--- src/rtl/sophon_pkg.sv ---
// rtl/sophon_pkg.sv - shared LSU request/response types and arbiter owner encoding
package sophon_pkg;

  typedef struct packed {
    logic        req;
    logic [31:0] addr;
    logic [31:0] wdata;
    logic        we;
    logic [3:0]  strb;
  } lsu_req_t;

  typedef struct packed {
    logic        ack;
    logic        error;
    logic [31:0] rdata;
  } lsu_ack_t;

  typedef enum logic [1:0] {
    OWNER_NONE = 2'd0,
    OWNER_CORE = 2'd1,
    OWNER_EXT  = 2'd2
  } arb_owner_e;

endpackage

--- src/rtl/dram_addr_win_chk.sv ---
// rtl/dram_addr_win_chk.sv - flags whether a byte address falls inside the SRAM window
module dram_addr_win_chk #(
  parameter logic [31:0] DRAM_BASE = 32'h8000_0000,
  parameter logic [31:0] DRAM_SIZE = 32'h0001_0000
) (
  input  logic [31:0] addr,
  output logic        in_win
);

  // Unsigned wrap makes addresses below the base land far above the size.
  assign in_win = (addr - DRAM_BASE) < DRAM_SIZE;

endmodule

--- src/rtl/dram_starve_arbiter.sv ---
// rtl/dram_starve_arbiter.sv - ext-priority SRAM arbiter with core starvation guard
module dram_starve_arbiter
  import sophon_pkg::*;
#(
  parameter logic [31:0] DRAM_BASE = 32'h8000_0000,
  parameter logic [31:0] DRAM_SIZE = 32'h0001_0000,
  parameter int unsigned MAX_WAIT  = 4
) (
  input  logic        clk_i,
  input  logic        rst_ni,
  input  lsu_req_t    core_dram_req,
  output lsu_ack_t    core_dram_ack,
  input  lsu_req_t    ext_dram_req,
  output lsu_ack_t    ext_dram_ack,
  output logic        dram_req,
  output logic [31:0] dram_addr,
  output logic [31:0] dram_wdata,
  output logic        dram_we,
  output logic [3:0]  dram_be,
  input  logic [31:0] dram_rdata
);

  localparam logic [3:0] MAX_W = 4'(MAX_WAIT);

  logic       core_in_win;
  logic       ext_in_win;
  logic       grant_core;
  logic       grant_ext;
  logic       sel_in_win;
  lsu_req_t   sel_req;
  logic [3:0] starve_cnt_q;
  logic [3:0] starve_cnt_d;
  arb_owner_e rsp_owner_q;
  arb_owner_e rsp_owner_d;

  dram_addr_win_chk #(.DRAM_BASE(DRAM_BASE), .DRAM_SIZE(DRAM_SIZE)) u_core_win (
    .addr   (core_dram_req.addr),
    .in_win (core_in_win)
  );

  dram_addr_win_chk #(.DRAM_BASE(DRAM_BASE), .DRAM_SIZE(DRAM_SIZE)) u_ext_win (
    .addr   (ext_dram_req.addr),
    .in_win (ext_in_win)
  );

  // Same-cycle grant; ext wins unless core has waited MAX_WAIT cycles. Held off during reset.
  always_comb begin
    grant_core = rst_ni && core_dram_req.req &&
                 (!ext_dram_req.req || (starve_cnt_q == MAX_W));
    grant_ext  = rst_ni && ext_dram_req.req && !grant_core;
    sel_req    = grant_core ? core_dram_req : ext_dram_req;
    sel_in_win = grant_core ? core_in_win : ext_in_win;
  end

  // Drive the SRAM only for in-window grants; everything else parks at zero.
  always_comb begin
    dram_req   = 1'b0;
    dram_addr  = 32'h0;
    dram_wdata = 32'h0;
    dram_we    = 1'b0;
    dram_be    = 4'h0;
    if ((grant_core || grant_ext) && sel_in_win) begin
      dram_req   = 1'b1;
      dram_addr  = sel_req.addr;
      dram_wdata = sel_req.wdata;
      dram_we    = sel_req.we;
      dram_be    = sel_req.strb;
    end
  end

  // Acks in the grant cycle; rdata steered by the owner of last cycle's read.
  always_comb begin
    core_dram_ack.ack   = grant_core;
    core_dram_ack.error = grant_core && !core_in_win;
    core_dram_ack.rdata = (rsp_owner_q == OWNER_CORE) ? dram_rdata : 32'h0;
    ext_dram_ack.ack    = grant_ext;
    ext_dram_ack.error  = grant_ext && !ext_in_win;
    ext_dram_ack.rdata  = (rsp_owner_q == OWNER_EXT) ? dram_rdata : 32'h0;
  end

  // Next-state for the starvation counter and the read-response owner.
  always_comb begin
    starve_cnt_d = 4'd0;
    if (core_dram_req.req && !grant_core) begin
      starve_cnt_d = (starve_cnt_q >= MAX_W) ? MAX_W : starve_cnt_q + 4'd1;
    end
    rsp_owner_d = OWNER_NONE;
    if (dram_req && !dram_we) begin
      rsp_owner_d = grant_core ? OWNER_CORE : OWNER_EXT;
    end
  end

  // State registers; reset drops any pending read response.
  always_ff @(posedge clk_i or negedge rst_ni) begin
    if (!rst_ni) begin
      starve_cnt_q <= 4'd0;
      rsp_owner_q  <= OWNER_NONE;
    end else begin
      starve_cnt_q <= starve_cnt_d;
      rsp_owner_q  <= rsp_owner_d;
    end
  end

endmodule

--- config.mk ---
export PLATFORM = sky130hd
export DESIGN_NAME = dram_starve_arbiter
export DESIGN_NICKNAME = d
export VERILOG_FILES = /design/src/rtl/sophon_pkg.sv /design/src/rtl/dram_addr_win_chk.sv /design/src/rtl/dram_starve_arbiter.sv
export SDC_FILE = /design/constraint.sdc
export NUM_CORES = 1
export LEC_CHECK = 0
export ABC_AREA = 1
export BUFFER_PORTS_ARGS = -buffer_cell sky130_fd_sc_hd__buf_2
export CORE_AREA = 4 4 120 122
export DETAILED_ROUTE_END_ITERATION = 8
export DIE_AREA = 0 0 124 126
export GPL_ROUTABILITY_DRIVEN = 0
export HOLD_SLACK_MARGIN = 0.1
export PLACE_DENSITY = 0.45
export SLEW_MARGIN = 20
export SYNTH_ARGS = -nofsm -noshare
export SYNTH_HDL_FRONTEND = slang
export SYNTH_SLANG_ARGS = --single-unit
--- constraint.sdc ---
create_clock -name clk_i -period 1.7 [get_ports clk_i]
set_clock_uncertainty 0.05 [all_clocks]
set_input_delay 0.085 -clock clk_i [delete_from_list [all_inputs] [get_ports clk_i]]
set_output_delay 0.085 -clock clk_i [all_outputs]
set_load 0.1 [all_outputs]
==> results.sh <==
export IMPL_status="finished with violations"
export IMPL_violations="setup timing"
export IMPL_clockBufferDepth=2
export IMPL_antenna_found_initial=1
export IMPL_core_um2=13200
export IMPL_drive_gt1_share_pct=63.7
export IMPL_wire_per_inst_um=13.6
export IMPL_grt_max_degree=32
export IMPL_synthToLayoutAreaGrowth_pct=234
export IMPL_grt_pass1_wl_um=18800
export IMPL_synth_warnings=0
export IMPL_setup_violations=59
export IMPL_port_buffers=296
export IMPL_cts_htree_levels=1
export IMPL_crit_type="reg2out"
export IMPL_start_kind="flip-flop"
export IMPL_cp_end_kind="output port"
export IMPL_fin_cells=957
export IMPL_drv_cap=0
export IMPL_num_vias=3695
export IMPL_period_share_pct=123
export IMPL_clk_insertion_delay_late_ns=0.22
export IMPL_grt_setup_unrepaired="true"
export IMPL_rr_endpoint="rsp_owner_q[1]$_DFF_PN0_"
export IMPL_r2r_start="starve_cnt_q[1]$_DFF_PN0_"
export IMPL_power_mw=2.26
export IMPL_slew_violations=0
export IMPL_start_util_pct=15.6
export IMPL_cp_buffers_inverters=4
export IMPL_cp_data_arrival_time_ns=1.96
export IMPL_drc=0
export IMPL_dieWidth_um=124
export IMPL_avgSynthCellArea_um2=4.37
export IMPL_ys_ff_latch=6
export IMPL_multi_input_area_um2=2180
export IMPL_synth_edff_count=0
export IMPL_holdWs_ns=0.120
export IMPL_holdCritStartpoint="core_dram_req[69]"
export IMPL_cts_buffers=3
export IMPL_io_pins=312
export IMPL_hold_depth=3
export IMPL_crit_slowest_cell="dfrtp_1"
export IMPL_max_stage_delay_ns=0.37
export IMPL_tns_ns=-20.99
export IMPL_synthArstFlopShare_pct=100
export IMPL_dr_pass1_iters=4
export IMPL_dpl_cell_count=936
export IMPL_path_cells="inv_1 > ha_2 > nand3b_4 > a21oi_4 > buf_12 > nand2_8 > nand2_8 > buf_12 > nor2_4 > buf_12"
export IMPL_die_y_um=126
export IMPL_dp_hpwl_um=10300
export IMPL_r2r_slack_ns=0.05
export IMPL_root_buffer="clkbuf_16"
export IMPL_vdd_drop_max_mv=0.365
export IMPL_vias_per_cell=3.86
export IMPL_critPathMaxFanout=11
export IMPL_min_to="starve_cnt_q[1]$_DFF_PN0_"
export IMPL_final_nets=958
export IMPL_synth_ff_type="dfrtp_1"
export IMPL_cts_num_sinks=6
export IMPL_grt_overflow_total=0
export IMPL_rows=42
export IMPL_max_freq_mhz=478
export IMPL_cts_tree="built"
export IMPL_path_delay_family="buffers and inverters"
export IMPL_r2r_cells=9
export IMPL_fp_dieArea_um2=15600
export IMPL_final_seq_area_um2=150
export IMPL_timing_critical_path_mode_cell="buf_12"
export IMPL_clkTransAtPathRegs_ns=0.03
export IMPL_postRouteAntennaNets=0
export IMPL_synth_cell_types=17
export IMPL_final_fill_count=1248
export IMPL_ys_seq_area_share_pct=7.28
export IMPL_grt_pass1_vias=3657
export IMPL_p_per_area_nw_per_um2=328
export IMPL_synthCells=472
export IMPL_synthesis_area_um2=2060
export IMPL_wirelength_um=13000
export IMPL_hold_path_class="in2reg"
export IMPL_leakage_nw=3.45
export IMPL_cp_data_required_time_ns=1.56
export IMPL_layout_min_cycle_time_ns=2.09
export IMPL_track_usage_pct=15.0
export IMPL_drt_iter0_drc=59
export IMPL_layout_setup_ws_ns=-0.394
export IMPL_hold_viol=0
[report_power, final]
group          internal (mW)  switching [mW]
clock                  0.301          0.0700
combinational          0.625            1.11
sequential             0.149         0.00343
total                   1.08            1.18
[state kept, by name, summed over array words and instances (netlist names)]
| signal | count |
|---|---|
| starve_cnt_q | 4 |
| rsp_owner_q | 2 |
[placed cells by master, fill, tap and decap left out]
cell	Yosys	final
buf_2	6	174
nand2_1	176	145
buf_12	0	128
nor2_4	0	83
inv_1	96	65
nor2_1	141	43
inv_2	0	28
nand2_2	0	24
conb_1	1	16
nor2_2	0	15
clkbuf_16	0	7
buf_16	0	7
buf_4	26	7
dfrtp_1	6	6
nand2_4	0	5
buf_6	0	5
nand2_8	0	3
dlygate4sd3_1	0	3
a21oi_4	1	2
nor3_1	2	2
inv_4	0	2
buf_8	0	2
diode_2	0	1
nand3_1	1	1
nand3b_4	1	1
nand3b_1	1	1
or2_4	0	1
clkinvlp_4	0	1
o21ai_2	0	1
ha_2	0	1
ha_1	2	1
[Yosys cell counts, types with 2 or more instances]
cell	instances	share of area, %
nor3_1	2	0.49
inv_1	96	17
buf_2	6	1.5
nand2_1	176	32
dfrtp_1	6	7.3
nor2_1	141	26
buf_4	26	9.5
clkbuf_1	9	1.6
ha_1	2	1.2
[per-layer routing]
metal	vias to the layer above	GRT usage [%]	part of all wire, %
li1	1906	-	-
met1	1594	15.0	32
met2	185	29.6	55
met3	10	5.29	12
met4	0	2.38	1.2
met5	-	0	0
[area by class of cell]
class	count	area share, %
clock buffer	3	1.09
multi-input combinational	345	31.6
sequential	6	2.18
timing repair buffer	330	56.5
antenna	1	0.0363
inverter	96	5.35
tap	176	3.19
[logic make-up (layout without fill, tap and decap cells)]
group | count (synthesis) | after routing | share of synthesized area (%)
other cells | 1 | 17 | 0.182
simple gates | 323 | 324 | 60.0
buf+inv | 137 | 429 | 30.0
flops | 6 | 6 | 7.28
compound gates | 3 | 3 | 1.27
fa+ha+maj | 2 | 2 | 1.21
[metrics by stage]
stage,util [%],setup WS (ns),instance area (um2)
after floorplan,-,-0.454,2920
after global placement,48.0,-0.190,6340
after detailed placement,48.0,-0.200,6340
after CTS,50.6,-0.361,6680
after global routing,52.3,-0.487,6890
final,52.3,-0.394,6890
[worst reg2reg max path, delay by kind of cell, from the launching register on]
family | cells | cell delay, ns
AOI/OAI and AO/OA | 1 | 0.19
adders and majority gates | 1 | 0.18
buffers and inverters | 3 | 0.39
DFF | 1 | 0.37
and+or+nand+nor | 4 | 0.36
[how the worst max path moves through the flow]
| stage | startpoint | to | slack [ns] | depth (start not counted) |
|---|---|---|---|---|
| global placement | starve_cnt_q[1]$_DFF_PN0_ | dram_addr[3] | -0.19 | 9 |
| finish | starve_cnt_q[1]$_DFF_PN0_ | dram_addr[5] | -0.39 | 10 |
| global route | starve_cnt_q[1]$_DFF_PN0_ | dram_addr[2] | -0.49 | 10 |
| detailed placement | starve_cnt_q[1]$_DFF_PN0_ | dram_wdata[31] | -0.20 | 9 |
| CTS | starve_cnt_q[1]$_DFF_PN0_ | dram_be[3] | -0.36 | 10 |
| floorplan | rsp_owner_q[0]$_DFF_PN0_ | ext_dram_ack[0] | -0.45 | 3 |
[timing repair]
| action | 4_1_cts | 5_1_grt |
|---|---|---|
| setup buffers | 4 | 2 |
| resized for setup | 29 | 42 |
| hold endpoints to repair | 8 | 0 |
| endpoints found under the setup margin | 60 | 60 |
| hold buffers | 3 | 0 |
| pin swaps | 2 | 9 |
| gates cloned | 4 | 5 |
Note: power is estimated with default switching activity, not from simulation.
